===== config.mk =====
export PLATFORM = sky130hd
export DESIGN_NAME = pmod_spi_master
export DESIGN_NICKNAME = d
export VERILOG_FILES = /design/src/rtl/pmod_spi_pkg.sv /design/src/rtl/pmod_spi_tick.sv /design/src/rtl/pmod_spi_master.sv
export SDC_FILE = /design/constraint.sdc
export NUM_CORES = 1
export LEC_CHECK = 0
export BUFFER_PORTS_ARGS = -buffer_cell sky130_fd_sc_hd__buf_2
export CORE_MARGIN = 2
export CORE_UTILIZATION = 52
export CTS_CLUSTER_DIAMETER = 30
export DETAILED_ROUTE_END_ITERATION = 7
export PLACE_DENSITY = 0.76
export REMOVE_ABC_BUFFERS = 1
export SLEW_MARGIN = 20
export SYNTH_ARGS = -nofsm -noshare
export SYNTH_HDL_FRONTEND = slang
export SYNTH_SLANG_ARGS = --single-unit

===== constraint.sdc =====
create_clock -name CLK -period 2.9 [get_ports CLK]
set_clock_uncertainty 0.15 [all_clocks]
set_input_delay 0.145 -clock CLK [delete_from_list [all_inputs] [get_ports CLK]]
set_output_delay 0.145 -clock CLK [all_outputs]
set_load 0.05 [all_outputs]

===== src/rtl/pmod_spi_pkg.sv =====
// Shared types and helpers for the pmod_spi_master SPI frame engine.
// Includes the frame state encoding, port-width helpers and PmodJSTK defaults.
package pmod_spi_pkg;

  typedef enum logic [2:0] {
    IDLE,
    SETUP,
    SHIFT,
    GAP,
    HOLD
  } state_e;

  localparam int JSTK_BYTES   = 5;
  localparam int JSTK_CLK_DIV = 750;

  function automatic int len_width(input int max_bytes);
    return $clog2(max_bytes + 1);
  endfunction

  // Phase counter must cover the 16 half-periods of a byte and every delay phase.
  function automatic int phase_width(input int setup_hp, input int gap_hp, input int hold_hp);
    int m;
    m = 16;
    if (setup_hp > m) m = setup_hp;
    if (gap_hp > m) m = gap_hp;
    if (hold_hp > m) m = hold_hp;
    return $clog2(m);
  endfunction

endpackage


===== src/rtl/pmod_spi_tick.sv =====
// SCLK half-period tick generator: counts 0..CLK_DIV-1 while enabled and
// fires tick_o on the wrap cycle; clr_i holds the count at zero.
module pmod_spi_tick #(
  parameter int CLK_DIV = 750
) (
  input  logic CLK,
  input  logic RESET,
  input  logic en_i,
  input  logic clr_i,
  output logic tick_o
);

  localparam int CW = $clog2(CLK_DIV);
  localparam logic [CW-1:0] LAST = CW'(CLK_DIV - 1);

  logic [CW-1:0] cnt_q;

  // NOTE: sequential state uses <= so every flop samples pre-edge values regardless of block order.
  always_ff @(posedge CLK or negedge RESET) begin
    if (!RESET) begin
      cnt_q <= '0;
    end else if (clr_i) begin
      cnt_q <= '0;
    end else if (en_i) begin
      cnt_q <= (cnt_q == LAST) ? '0 : cnt_q + 1'b1;
    end
  end

  assign tick_o = en_i && (cnt_q == LAST);

endmodule


===== src/rtl/pmod_spi_master.sv =====
// Single-clock multi-byte SPI master (CPOL/CPHA, SS setup/hold, inter-byte gap).
// Optional board self-test path enabled by defining PMOD_SPI_LOOPBACK_EN.
module pmod_spi_master
  import pmod_spi_pkg::*;
#(
  parameter int CLK_DIV   = JSTK_CLK_DIV,
  parameter int MAX_BYTES = JSTK_BYTES,
  parameter bit CPOL      = 1'b0,
  parameter bit CPHA      = 1'b0,
  parameter int SETUP_HP  = 2,   // SETUP_HP, GAP_HP and HOLD_HP must be >= 1
  parameter int GAP_HP    = 2,
  parameter int HOLD_HP   = 1
) (
  input  logic                          CLK,
  input  logic                          RESET,
  input  logic                          start,
  input  logic [len_width(MAX_BYTES)-1:0] len,
  input  logic [8*MAX_BYTES-1:0]        din,
  input  logic                          MISO,
`ifdef PMOD_SPI_LOOPBACK_EN
  input  logic                          loopback,
`endif
  output logic                          SS,
  output logic                          SCLK,
  output logic                          MOSI,
  output logic [8*MAX_BYTES-1:0]        dout,
  output logic                          busy,
  output logic                          done
);

  localparam int LEN_W = len_width(MAX_BYTES);
  localparam int PH_W  = phase_width(SETUP_HP, GAP_HP, HOLD_HP);
  localparam logic [PH_W-1:0] PH_LAST = PH_W'(15);

  state_e                 state_q;
  logic [PH_W-1:0]        ph_q;
  logic [LEN_W-1:0]       byte_q, len_q, len_eff;
  logic [7:0]             tx_q, rx_q, rx_d, rx_byte;
  logic [8*MAX_BYTES-1:0] rest_q, stage_q, dout_q;
  logic                   ss_q, sclk_q, mosi_q, busy_q, done_q, miso_q;
  logic                   tick, lb, serial_in;

`ifdef PMOD_SPI_LOOPBACK_EN
  assign lb = loopback;
`else
  assign lb = 1'b0;
`endif

  pmod_spi_tick #(.CLK_DIV(CLK_DIV)) u_tick (
    .CLK   (CLK),
    .RESET (RESET),
    .en_i  (state_q != IDLE),
    .clr_i (state_q == IDLE),
    .tick_o(tick)
  );

  assign len_eff   = (len > LEN_W'(MAX_BYTES)) ? LEN_W'(MAX_BYTES) : len;
  assign serial_in = lb ? mosi_q : miso_q;
  assign rx_d      = {rx_q[6:0], serial_in};
  // With CPHA=0 the last sample precedes the final half-period, so rx_q is already complete.
  assign rx_byte   = CPHA ? rx_d : rx_q;

  always_ff @(posedge CLK or negedge RESET) begin
    if (!RESET) begin
      state_q <= IDLE;
      ph_q    <= '0;
      byte_q  <= '0;
      len_q   <= '0;
      tx_q    <= '0;
      rx_q    <= '0;
      rest_q  <= '0;
      stage_q <= '0;
      dout_q  <= '0;
      ss_q    <= 1'b1;
      sclk_q  <= CPOL;
      mosi_q  <= 1'b0;
      busy_q  <= 1'b0;
      done_q  <= 1'b0;
      miso_q  <= 1'b0;
    end else begin
      miso_q <= MISO;
      done_q <= 1'b0;
      case (state_q)
        IDLE: begin
          // done_q blocks a start landing on the done cycle itself.
          if (start && !done_q) begin
            if (len_eff == '0) begin
              done_q <= 1'b1;
            end else begin
              state_q <= SETUP;
              busy_q  <= 1'b1;
              ss_q    <= 1'b0;
              ph_q    <= '0;
              byte_q  <= '0;
              len_q   <= len_eff;
              tx_q    <= din[7:0];
              rest_q  <= din >> 8;
              stage_q <= '0;
              rx_q    <= '0;
              if (!CPHA) mosi_q <= din[7];
            end
          end
        end
        SETUP: if (tick) begin
          if (ph_q == PH_W'(SETUP_HP - 1)) begin
            state_q <= SHIFT;
            ph_q    <= '0;
          end else begin
            ph_q <= ph_q + 1'b1;
          end
        end
        SHIFT: if (tick) begin
          sclk_q <= ~sclk_q;
          ph_q   <= (ph_q == PH_LAST) ? '0 : ph_q + 1'b1;
          if (ph_q[0] == CPHA) begin
            rx_q <= rx_d;
          end else if (ph_q != PH_LAST) begin
            mosi_q <= CPHA ? tx_q[7] : tx_q[6];
            tx_q   <= tx_q << 1;
          end
          if (ph_q == PH_LAST) begin
            for (int k = 0; k < MAX_BYTES; k++) begin
              if (byte_q == LEN_W'(k)) stage_q[8*k +: 8] <= rx_byte;
            end
            if (byte_q + 1'b1 < len_q) begin
              state_q <= GAP;
              byte_q  <= byte_q + 1'b1;
              tx_q    <= rest_q[7:0];
              rest_q  <= rest_q >> 8;
              if (!CPHA) mosi_q <= rest_q[7];
            end else begin
              state_q <= HOLD;
            end
          end
        end
        GAP: if (tick) begin
          if (ph_q == PH_W'(GAP_HP - 1)) begin
            state_q <= SHIFT;
            ph_q    <= '0;
          end else begin
            ph_q <= ph_q + 1'b1;
          end
        end
        HOLD: if (tick) begin
          if (ph_q == PH_W'(HOLD_HP - 1)) begin
            state_q <= IDLE;
            ph_q    <= '0;
            ss_q    <= 1'b1;
            busy_q  <= 1'b0;
            done_q  <= 1'b1;
            dout_q  <= stage_q;
          end else begin
            ph_q <= ph_q + 1'b1;
          end
        end
        default: state_q <= IDLE;
      endcase
    end
  end

  // Self-test keeps the pins inactive while the engine runs with unchanged timing.
  assign SS   = ss_q | lb;
  assign SCLK = lb ? CPOL : sclk_q;
  assign MOSI = mosi_q;
  assign dout = dout_q;
  assign busy = busy_q;
  assign done = done_q;

endmodule


-- Yosys cells after proc, flatten, opt, wreduce, memory -nomap -nowiden
Index checks and enable logic that the tools add are counted.
- ROM bits: 0
- memories kept: 0
- latch bits: 0
- RAM bits: 0
- flip-flop bits (word level): 165
- input bits: 47
- output and inout bits: 45
- mux-type cells: 81
- add/sub/neg operators: 3
- divide/modulo/power cells: 0
- bitwise logic cells: 2
- order comparisons: 2
- multiply operators: 0
- shift-type cells: 0
- equality and inequality tests: 27
- reductions and logical operators: 27
- operators by type and width (kind ; count):
    40-bit two-way mux ; 9
    40-bit one-hot mux with 2 select lines ; 2
    8-bit two-way mux ; 16
    3-bit two-way mux ; 15
    6-bit AND reduction ; 7
    4-bit two-way mux ; 8
    8-bit one-hot mux with 2 select lines ; 2
    10-bit two-way mux ; 3
    2-bit != test (second input constant) ; 13
    1-bit two-way mux ; 19
    4-bit one-hot mux with 4 select lines ; 1
    3-bit by 2-bit equality test with 1-bit output (second input constant) ; 4
    3-bit one-hot mux with 4 select lines ; 1
    10-bit by 1-bit adder with 10-bit output (second input constant) ; 1
    10-bit equality test (second input constant) ; 1
    5-bit AND reduction ; 2
    3-bit logical NOT ; 3
    1-bit one-hot mux with 2 select lines ; 4
    8-bit AND reduction ; 1
    3-bit by 1-bit equality test with 1-bit output (second input constant) ; 2
    3-bit equality test (second input constant) ; 2
    3-bit one-hot mux with 2 select lines ; 1
    3-bit AND reduction ; 2
    2-bit nonzero test ; 3
    other kinds (17) ; 20

-- Depth between registers and ports, before layout
Gate-level depths: netlist of run 1.
- depth after elaboration: 7
- mapped depth: 11

-- Hierarchy
From an unflattened synthesis of run 1, not the netlist that was laid out.
- cell total of the unflattened synthesis: 670
- area, all modules: 7216.9 µm²
- by module, submodules not included (module ; area each (µm²) ; cells an instance ; times used ; seq. area each (µm²)):
    pmod_spi_master ; 6618.8 ; 609 ; 1 ; 3654.8
    pmod_spi_tick ; 598.1 ; 61 ; 1 ; 250.2

-- Least setup slack after synthesis of run 1
Ideal clock, no wire load.
- kind: reg2reg
- start point: register byte_q[0]
- end point: register rest_q[16]
- setup slack: 0.187 ns
- buffers on the path: 2
- period minus slack after synthesis: 2.713 ns
- data required time: 2.625 ns
- arrival time: 2.438 ns
- library setup time: 0.125 ns
- stages on the path, launching flop included: 12
- cell sequence: dfrtp_1 > ha_1 > ha_1 > inv_1 > ha_1 > a21oi_1 > o21ai_0 > a2111oi_0 > nand2b_1 > buf_4 > buf_6 > mux2_2
- longest elaborated chain between the ends: 4
- ends and longest elaborated chain (item ; RTL line ; RTL):
    start: declaration ; pmod_spi_master.sv:37 ; logic [LEN_W-1:0] byte_q, len_q, len_eff;
    start signal: assignment ; pmod_spi_master.sv:127 ; byte_q <= byte_q + 1'b1;
    3-bit by 1-bit adder with 3-bit output ; pmod_spi_master.sv:125 ; if (byte_q + 1'b1 < len_q) begin
    3-bit < comparator ; pmod_spi_master.sv:125 ;
    2-bit != test (no line) ; n/a ;
    6-bit AND reduction (no line) ; n/a ;
    end signal: assignment ; pmod_spi_master.sv:97 ; rest_q <= din >> 8;
    end signal: assignment ; pmod_spi_master.sv:129 ; rest_q <= rest_q >> 8;
    end: declaration ; pmod_spi_master.sv:39 ; logic [8*MAX_BYTES-1:0] rest_q, stage_q, dout_q;
Every way passes these cells.
A chain may end at the register's enable or synchronous reset.

-- Worst setup path in the final report of run 1
- start point: register byte_q[1]
- end point: register rest_q[9]
The elaborated chain is that of the path after synthesis.

==> flow_metrics.py, run 1 <==
metrics = {
    "layout": {
        "num-fill-cells": 966,
        "final_cell_mix": "dfrtp_1 (155), buf_2 (90), nand2_1 (82), mux2_2 (64), a22o_1 (48)",
        "design_area_um2": 8560,
        "regArea_um2": 3910,
        "final_common_cell": "dfrtp_1",
        "finalNetCount": 779,
        "utilization_pct": 65.4,
        "antenna_cells": 0,
        "syn_to_final_growth_pct": 24.0,
        "drive_gt1_share_pct": 28.2,
        "multi_input_area_um2": 2740,
    },
    "setup_path": {
        "crit_chain": "ha_1, ha_1, inv_1, ha_1, a21oi_1, o21ai_1, a2111oi_2, nand2b_2, buf_12, mux2_2",
        "cp_top_family": "adder cells",
        "path_max_fanout": 35,
        "worstSetupPathType": "reg2reg",
        "timing.rr.start": "byte_q[1]",
        "slowest_stage": "dfrtp_1",
        "cp_num_buf_inv": 2,
        "crit_top_cell": "ha_1",
        "cp_data_required_time_ns": 3.05,
        "crit_start": "byte_q[1]",
        "critPathCaptureType": "flop",
        "max_stage_delay_ns": 0.40,
        "worstSetupStartpointType": "flop",
        "arrival_ns": 2.92,
    },
    "floorplanning": {
        "fp-row-count": 42,
        "dieArea_um2": 14200,
        "ioPinCount": 92,
        "start_util_pct": 52.8,
        "fp.dieW_um": 119,
        "die_y_um": 119,
        "core_um2": 13100,
    },
    "detailed_routing": {
        "vias": 4981,
        "drt_first_pass_iters": 5,
        "drc": 0,
        "wirelength_um": 15000,
        "vias_per_cell": 5.48,
        "wl_per_cell_um": 16.6,
        "initialDrtViolationCount": 250,
        "drtAntennaViolNets": 0,
    },
    "power": {
        "switching_share_pct": 23.9,
        "switchingPower_mw": 1.21,
        "irDropWorstVdd_uv": 431,
        "p_leak_nw": 4.26,
        "clkPwrFrac_pct": 42.7,
        "p_int_mw": 3.85,
        "power_frac_comb_pct": 9.6,
        "p_seq_share_pct": 47.7,
        "power_density_nw_per_um2": 591,
    },
    "clocking": {
        "postCtsSetupBuffers": 0,
        "cts_max_path_buffers": 2,
        "clkLatencyLatePin_ns": 0.42,
        "cts-root-buf": "clkbuf_16",
        "htree_levels": 4,
        "cts_tree": "done",
        "cts_inserted_buffers": 17,
        "clock_sinks": 156,
        "clk_pin_slew_ns": 0.06,
    },
    "yosys": {
        "synthMuxAreaShare_pct": 12.2,
        "synth_cells": 585,
        "synth-compound-area-share_pct": 12.7,
        "async_flop_share_pct": 100,
        "synth.avg_cell_area_um2": 11.8,
        "synthDistinctLibCells": 54,
        "synth_xor_area_share_pct": 1.02,
        "synthFlopType": "dfrtp_1",
        "ys_seq_area_share_pct": 56.6,
        "ys_seq_elements": 156,
        "synth_top_family_by_area": "compound AO/OA/AOI/OAI gates",
        "synth_edf_count": 0,
        "yosys_warnings": 0,
        "synthAdderAreaFrac_pct": 2.18,
        "synthSimpleGateAreaFrac_pct": 11.4,
        "syn_area_um2": 6900,
    },
    "timing": {
        "fin_hold_ws_ns": 0.0768,
        "fin_ws_ns": 0.123,
        "max_freq_mhz": 360,
        "fin_crit_sh_pct": 95.8,
        "period_minus_slack_ns": 2.78,
        "setup_viol": 0,
        "finalSetupTns_ns": 0,
        "rsz0062_at_grt": "yes",
        "tightest_slew_ns": 0.776,
        "finalHoldViolCount": 0,
        "slew-limit-headroom_pct": 47.7,
        "drv_slew": 0,
    },
    "global_route": {
        "grt_max_degree": 111,
        "antenna_found_initial": 0,
        "track_usage_pct": 22.5,
        "grt_pass1_vias": 5127,
        "grt_pass1_wl_um": 25100,
        "grt-ovfl-total": 0,
    },
    "status": {
        "status": "finished, final reports clean",
    },
    "placed_design": {
        "pre_cts_ws_ns": -0.0939,
        "routabilityCongestion": 0.867,
        "placed_cell_area_um2": 7520,
        "numPortBuffers": 91,
        "post-dp-hpwl_um": 9500,
    },
    "job": {
        "cap_violations": 0,
    },
    "min_path": {
        "hp-class": "in2async",
    },
}
[sequential cells by signal, indices dropped and copies added (netlist names), 3 cells and up]
signal / count
dout: 40
rest_q: 32
u_tick.cnt_q: 10
byte_q: 3
rx_byte: 8
len_q: 3
stage_q: 40
ph_q: 4
tx_q: 7
state_q: 3
[area by class of cell]
class	count	share of cell area [%]
flip-flops and latches	156	45.6
multi-input cells	375	32.0
repair buffers	146	12.0
clock buffers	23	5.47
well taps	176	2.57
clock inverters	9	1.32
inverters	24	1.05
[routing by layer]
metal,GRT usage [%],routed length [um],up-vias
met5,0,0,-
met4,8.56,187,0
met3,5.27,612,16
met2,38.5,7850,134
met1,27.7,6400,2488
li1,-,-,2343
[logic make-up (layout without fill, tap and decap cells)]
kind of cell	Yosys count	in the layout
mux	76	76
xor+xnor	8	8
simple gates	165	165
buf+inv	54	202
flops	156	156
fa+ha+maj	12	12
compound gates	114	114
[final timing paths]
check	endpoint	slack, ns	cells past startpoint
min in group CLK	done	0.15	4
setup / recovery	rest_q[9]	0.12	10
setup reg to reg	rest_q[9]	0.12	10
hold reg to reg	SCLK	0.32	1
max in group asynchronous	rest_q[23]	1.59	3
hold / removal	dout[10]	0.08	2
[cell usage after synthesis (2+ instances only)]
| master | number | area share (%) |
|---|---|---|
| nor3b_1 | 2 | 0.22 |
| o311a_1 | 5 | 0.73 |
| o21a_1 | 6 | 0.65 |
| o21ai_1 | 5 | 0.36 |
| nor4_1 | 2 | 0.18 |
| nor3_1 | 7 | 0.51 |
| mux2_2 | 64 | 10 |
| dfrtp_1 | 155 | 56 |
| nand3_1 | 7 | 0.51 |
| and3_1 | 7 | 0.63 |
| or3_1 | 9 | 0.82 |
| o32a_1 | 6 | 0.87 |
| a2111oi_0 | 2 | 0.25 |
| nand2b_1 | 4 | 0.36 |
| inv_1 | 23 | 1.3 |
| o211ai_1 | 2 | 0.22 |
| or3b_2 | 2 | 0.25 |
| xor2_1 | 3 | 0.38 |
| and2_1 | 9 | 0.82 |
| clkbuf_1 | 12 | 0.65 |
| ha_1 | 12 | 2.2 |
| xnor2_1 | 5 | 0.63 |
| buf_6 | 6 | 0.98 |
| o21bai_1 | 2 | 0.22 |
| a22o_1 | 48 | 6.1 |
| o21ai_0 | 19 | 1.4 |
| or3b_4 | 2 | 0.33 |
| buf_1 | 2 | 0.11 |
| buf_4 | 4 | 0.44 |
| or2_2 | 2 | 0.18 |
| buf_2 | 6 | 0.44 |
| mux2i_1 | 12 | 1.7 |
| a21oi_1 | 7 | 0.51 |
| nor2b_1 | 5 | 0.45 |
| nand2_1 | 82 | 4.5 |
| nor2_1 | 21 | 1.1 |
[power groups by stage]
stage	logic (mW)	registers, mW	clock network (mW)
floorplan	0.254	2.44	0
global placement	0.407	2.44	0
detailed placement	0.431	2.45	0
CTS	0.482	2.41	2.19
global route	0.548	2.43	2.30
finish	0.485	2.41	2.16
[repair_timing]
item,4_1_cts,5_1_grt
hold endpoints to repair,90,0
resized for setup,2,1
hold buffers,45,0
pin swaps,0,1
setup endpoints to repair,24,50
[worst reg2reg max path, cell delays in order, from the launching register on]
cell and delay (ns):
dfrtp_1 0.40, ha_1 0.19, ha_1 0.27, inv_1 0.05, ha_1 0.29, a21oi_1 0.16, o21ai_1 0.12, a2111oi_2 0.37
nand2b_2 0.13, buf_12 0.19, mux2_2 0.33
[per-stage QoR]
step / cells / power (mW)
2_1_floorplan: 555 / 2.69
3_3_place_gp: 832 / 2.84
3_5_place_dp: 832 / 2.88
4_1_cts: 909 / 5.09
5_1_grt: 909 / 5.27
6_report: 909 / 5.06
(Power assumes the default switching activity.)
==> run 2, diff against run 1 <==
--- a/config.mk
+++ b/config.mk
@@ -7,10 +7,10 @@
 export LEC_CHECK = 0
 export BUFFER_PORTS_ARGS = -buffer_cell sky130_fd_sc_hd__buf_2
 export CORE_MARGIN = 2
-export CORE_UTILIZATION = 52
+export CORE_UTILIZATION = 45
 export CTS_CLUSTER_DIAMETER = 30
 export DETAILED_ROUTE_END_ITERATION = 7
-export PLACE_DENSITY = 0.76
+export PLACE_DENSITY = 0.67
 export REMOVE_ABC_BUFFERS = 1
 export SLEW_MARGIN = 20
 export SYNTH_ARGS = -nofsm -noshare
==> run 2 against run 1 <==
- wire length is 3.1% lower
- global-route usage decreased by 3.4 points
- first-iteration DRC count is 13% lower
- power down 2.5%
- fmax is 2.8% higher
- design area increased by 0.10%
- sequential power barely moved
- highest routed layer unchanged
- setup slack better by 0.076 ns
- core utilization is 8.6 points lower
- combinational power barely moved
- sequential cell count is the same
- clock power fell by 6%
==> flow_metrics.py, run 2 (same netlist as run 1, synthesis figures left out) <==
metrics = {
    "detailed_routing": {
        "vias": 4928,
        "drt_first_pass_iters": 5,
        "wl_per_cell_um": 15.8,
        "drc": 0,
        "initialDrtViolationCount": 218,
        "drtAntennaViolNets": 0,
        "vias_per_cell": 5.33,
        "wirelength_um": 14600,
    },
    "timing": {
        "drv_slew": 0,
        "max_freq_mhz": 370,
        "finalSetupTns_ns": 0,
        "finalHoldViolCount": 0,
        "period_minus_slack_ns": 2.70,
        "tightest_slew_ns": 0.930,
        "setup_viol": 0,
        "slew-limit-headroom_pct": 37.4,
        "fin_crit_sh_pct": 93.1,
        "rsz0062_at_grt": "no",
    },
    "placed_design": {
        "dp.cells": 849,
        "numPortBuffers": 91,
        "routabilityCongestion": 0.800,
        "post-dp-hpwl_um": 9690,
    },
    "floorplanning": {
        "core_um2": 15100,
        "ioPinCount": 92,
        "fp-row-count": 45,
        "die_y_um": 128,
        "dieArea_um2": 16300,
        "start_util_pct": 45.7,
        "fp.dieW_um": 128,
    },
    "layout": {
        "syn_to_final_growth_pct": 24.2,
        "multi_input_area_um2": 2750,
        "drive_gt1_share_pct": 29.3,
        "regArea_um2": 3910,
        "finalNetCount": 784,
        "antenna_cells": 0,
        "final_common_cell": "dfrtp_1",
        "fin_cells": 925,
        "utilization_pct": 56.8,
        "final_cell_mix": "dfrtp_1 (155), buf_2 (90), nand2_1 (82), mux2_2 (64), a22o_1 (48)",
        "num-fill-cells": 1292,
    },
    "global_route": {
        "grt_max_degree": 79,
        "grt_pass1_vias": 4959,
        "grt-ovfl-total": 0,
        "antenna_found_initial": 0,
        "track_usage_pct": 19.1,
        "grt_pass1_wl_um": 24600,
    },
    "setup_path": {
        "cp_data_required_time_ns": 3.06,
        "timing.rr.start": "byte_q[1]",
        "r2r_slack_ns": 0.20,
        "reg2reg_to": "rest_q[23]",
        "critPathCaptureType": "flop",
        "crit_start": "byte_q[1]",
        "worstSetupStartpointType": "flop",
        "path_max_fanout": 11,
        "r2r_cells": 10,
        "worstSetupPathType": "reg2reg",
        "arrival_ns": 2.86,
    },
    "min_path": {
        "hp-class": "in2reg",
        "worstHoldEndpoint": "done",
        "hold_depth": 4,
        "min_from": "start",
    },
    "clocking": {
        "clk_pin_slew_ns": 0.06,
        "cts_inserted_buffers": 17,
        "clock_sinks": 156,
        "postCtsSetupBuffers": 0,
        "cts-root-buf": "clkbuf_16",
        "cts_tree": "done",
        "clkLatencyLatePin_ns": 0.43,
        "cts_max_path_buffers": 2,
        "htree_levels": 4,
    },
    "power": {
        "power_density_nw_per_um2": 576,
        "irDropWorstVdd_uv": 388,
        "p_leak_nw": 4.26,
        "total_power_mw": 4.93,
    },
    "job": {
        "cap_violations": 0,
    },
    "status": {
        "status": "finished, final reports clean",
    },
}
-- run 2: worst max-delay path: stages (launching register included) --
cell and delay (ns):
dfrtp_1 0.41, ha_1 0.20, ha_1 0.27, inv_1 0.05
ha_1 0.29, a21oi_1 0.14, o21ai_1 0.11, a2111oi_2 0.33
nand2b_2 0.13, buf_4 0.21, mux2_2 0.29
-- run 2: final cells by class --
| class | instances | area share (%) |
|---|---|---|
| clock buffer | 20 | 5.33 |
| clock inverter | 11 | 1.02 |
| inverter | 24 | 1.05 |
| multi-input combinational | 375 | 32.0 |
| sequential | 156 | 45.6 |
| tap | 188 | 2.74 |
| timing repair buffer | 151 | 12.2 |
-- run 2: per-layer routing --
| metal | global-route usage [%] | share of wire (%) |
|---|---|---|
| met1 | 24.4 | 46 |
| met2 | 32.6 | 49 |
| met3 | 4.38 | 4.0 |
| met4 | 6.01 | 1.3 |
| met5 | 0 | 0 |
-- run 2: through the flow --
step	setup slack (ns)	hold slack (ns)	area [um^2]
floorplan	-1.26	-0.301	6720
global placement	0.0754	0.0604	7560
detailed placement	-0.0470	0.0707	7560
CTS	0.00487	0.119	8560
global route	0.00138	0.154	8570
finish	0.199	0.115	8570
-- run 2: where the power goes --
part | internal [mW] | leakage [nW] | switching, mW
clock network | 1.14 | 0.255 | 0.898
registers | 2.31 | 2.02 | 0.101
logic | 0.230 | 1.99 | 0.254
total | 3.68 | 4.26 | 1.25
-- run 2: how the worst max path moves through the flow --
stage / depth (start not counted) / to / slack [ns]
after floorplan: 5 / rest_q[0] / -1.26
after global placement: 10 / rest_q[23] / 0.08
after detailed placement: 10 / rest_q[23] / -0.05
after CTS: 10 / rest_q[23] / 0.005
after global routing: 5 / stage_q[25] / 0.001
final: 10 / rest_q[23] / 0.20
-- run 2: timing repair --
| item | CTS | global route |
|---|---|---|
| hold endpoints to repair | 118 | 0 |
| pin swaps | 0 | 1 |
| endpoints found under the setup margin | 24 | 33 |
| hold buffers | 45 | 0 |
| resized for setup | 1 | 4 |
==> run 3, diff against run 2 <==
--- a/config.mk
+++ b/config.mk
@@ -6,11 +6,11 @@
 export NUM_CORES = 1
 export LEC_CHECK = 0
 export BUFFER_PORTS_ARGS = -buffer_cell sky130_fd_sc_hd__buf_2
+export CAP_MARGIN = 20
 export CORE_MARGIN = 2
 export CORE_UTILIZATION = 45
 export CTS_CLUSTER_DIAMETER = 30
 export DETAILED_ROUTE_END_ITERATION = 7
-export PLACE_DENSITY = 0.67
 export REMOVE_ABC_BUFFERS = 1
 export SLEW_MARGIN = 20
 export SYNTH_ARGS = -nofsm -noshare
==> constraint.sdc (replaced) <==
create_clock -name CLK -period 2.54 [get_ports CLK]
set_clock_uncertainty 0.15 [all_clocks]
set_input_delay 0.127 -clock CLK [delete_from_list [all_inputs] [get_ports CLK]]
set_output_delay 0.127 -clock CLK [all_outputs]
set_load 0.05 [all_outputs]
==> run 3 against run 2 <==
- the run now ends with negative setup slack left
- power up 19%
- worst hold slack worse by 0.032 ns
- sequential power is 14% higher
- clock power up 24%
- register-to-register slack worse by 0.24 ns
- combinational power is 26% higher
- first-iteration DRC count grew 23%
- wire length is 2.0% higher
- via count increased by 0.93%
- sequential cell count unchanged
- design area rose by 4.9%
==> flow_metrics.py, run 3 (same netlist as run 1, synthesis figures left out) <==
metrics = {
    "power": {
        "power_density_nw_per_um2": 653,
        "p_leak_nw": 4.47,
        "irDropWorstVdd_uv": 446,
        "total_power_mw": 5.87,
    },
    "placed_design": {
        "post-dp-hpwl_um": 9400,
        "routabilityCongestion": 0.776,
        "numPortBuffers": 91,
        "placed_cell_area_um2": 7710,
    },
    "floorplanning": {
        "core_um2": 15100,
        "start_util_pct": 45.7,
        "dieArea_um2": 16300,
        "ioPinCount": 92,
        "die_y_um": 128,
        "fp-row-count": 45,
        "fp.dieW_um": 128,
    },
    "detailed_routing": {
        "drc": 0,
        "wl_per_cell_um": 15.6,
        "initialDrtViolationCount": 268,
        "wirelength_um": 14900,
        "vias_per_cell": 5.23,
        "met2_length_um": 7530,
        "drtAntennaViolNets": 0,
        "met3_length_um": 420,
        "vias": 4974,
        "drt_first_pass_iters": 4,
        "top_layer": "met4",
        "drt-met1-wl_um": 6750,
    },
    "clocking": {
        "cts_inserted_buffers": 17,
        "cts_tree": "done",
        "cts_max_path_buffers": 2,
        "cts-root-buf": "clkbuf_16",
        "htree_levels": 4,
        "clock_sinks": 156,
        "clk_pin_slew_ns": 0.06,
        "clkLatencyLatePin_ns": 0.43,
    },
    "min_path": {
        "hp-class": "in2async",
    },
    "layout": {
        "design_area_um2": 8990,
        "syn_to_final_growth_pct": 30.3,
        "final_cell_mix": "dfrtp_1 (155), buf_2 (90), nand2_1 (82), mux2_2 (64), a22o_1 (48)",
        "final_common_cell": "dfrtp_1",
        "drive_gt1_share_pct": 32.9,
        "antenna_cells": 0,
        "finalNetCount": 809,
    },
    "setup_path": {
        "worstSetupStartpointType": "flop",
        "worstSetupPathType": "reg2reg",
        "critPathCaptureType": "flop",
        "r2r_cells": 10,
        "path_max_fanout": 11,
        "arrival_ns": 2.74,
        "cp_data_required_time_ns": 2.69,
    },
    "timing": {
        "max_freq_mhz": 387,
        "period_minus_slack_ns": 2.58,
        "tightest_slew_ns": 0.606,
        "finalHoldViolCount": 0,
        "fin_crit_sh_pct": 102,
        "fin_ws_ns": -0.0446,
        "setup_viol": 33,
        "rsz0062_at_grt": "yes",
        "fin_hold_ws_ns": 0.0833,
        "drv_slew": 0,
        "slew-limit-headroom_pct": 59.3,
    },
    "status": {
        "violations": "negative setup slack",
        "status": "complete, but fails checks",
    },
    "global_route": {
        "antenna_found_initial": 0,
        "grt-ovfl-total": 0,
        "grt_pass1_wl_um": 24800,
        "grt_max_degree": 61,
        "track_usage_pct": 19.4,
        "grt_pass1_vias": 5016,
    },
    "job": {
        "cap_violations": 0,
    },
}
[run 3: cell count changes in the layout (fill, tap and decap cells not counted), moves of 3 or more]
cell and change:
ha_4 +3, buf_12 +4, buf_4 +16, ha_1 -5
[run 3: per-layer routing]
metal,global-route usage (%),vias up
met3,4.01,10
met5,0,-
met1,24.7,2454
met2,32.7,90
li1,-,2420
met4,7.05,0
[run 3: timing repair]
item | CTS | global route
hold buffers | 45 | 0
endpoints found under the setup margin | 37 | 76
pin swaps | 4 | 1
endpoints found under the hold margin | 200 | 0
gates cloned | 2 | 1
resized for setup | 19 | 2
setup buffers | 5 | 1
[run 3: path summary, 6_finish.rpt]
| check | from | to | slack (ns) |
|---|---|---|---|
| max in group asynchronous | RESET | rest_q[24] | 1.49 |
| hold reg to reg | miso_q | rx_byte[0] | 0.31 |
| setup / recovery | byte_q[0] | rest_q[17] | -0.04 |
| min in group CLK | start | done | 0.12 |
| setup reg to reg | byte_q[0] | rest_q[17] | -0.04 |
| hold / removal | RESET | dout[9] | 0.08 |
[run 3: final cells by class]
type | instances | area (um^2)
flip-flops and latches | 156 | 3910
inverters | 24 | 92.6
well taps | 188 | 235
repair buffers | 176 | 1360
fillers | 1217 | 6100
clock buffers | 17 | 425
clock inverters | 15 | 164
multi-input cells | 375 | 2810
[run 3: where the power goes]
group	switching [mW]	total, mW	internal (mW)
Combinational	0.307	0.608	0.301
Clock	1.06	2.52	1.46
Sequential	0.114	2.75	2.64
[run 3: through the flow]
stage          std cells  setup WS (ns)  util, %  setup TNS (ns)
2_1_floorplan        555          -1.62        -         -122.05
3_3_place_gp         865         -0.312     51.1           -9.17
3_5_place_dp         865         -0.379     51.1          -11.59
4_1_cts              949        -0.0105     59.3         -0.0458
5_1_grt              951         -0.110     59.6           -4.51
6_report             951        -0.0446     59.6          -0.756
[run 3: critical path: stages, from the launching register on]
cell and delay, ns:
dfrtp_1 0.39, ha_2 0.20, ha_4 0.26, inv_2 0.04
ha_4 0.21, a21oi_2 0.14, o21ai_2 0.09, a2111oi_4 0.35
nand2b_4 0.17, buf_8 0.19, mux2_2 0.27
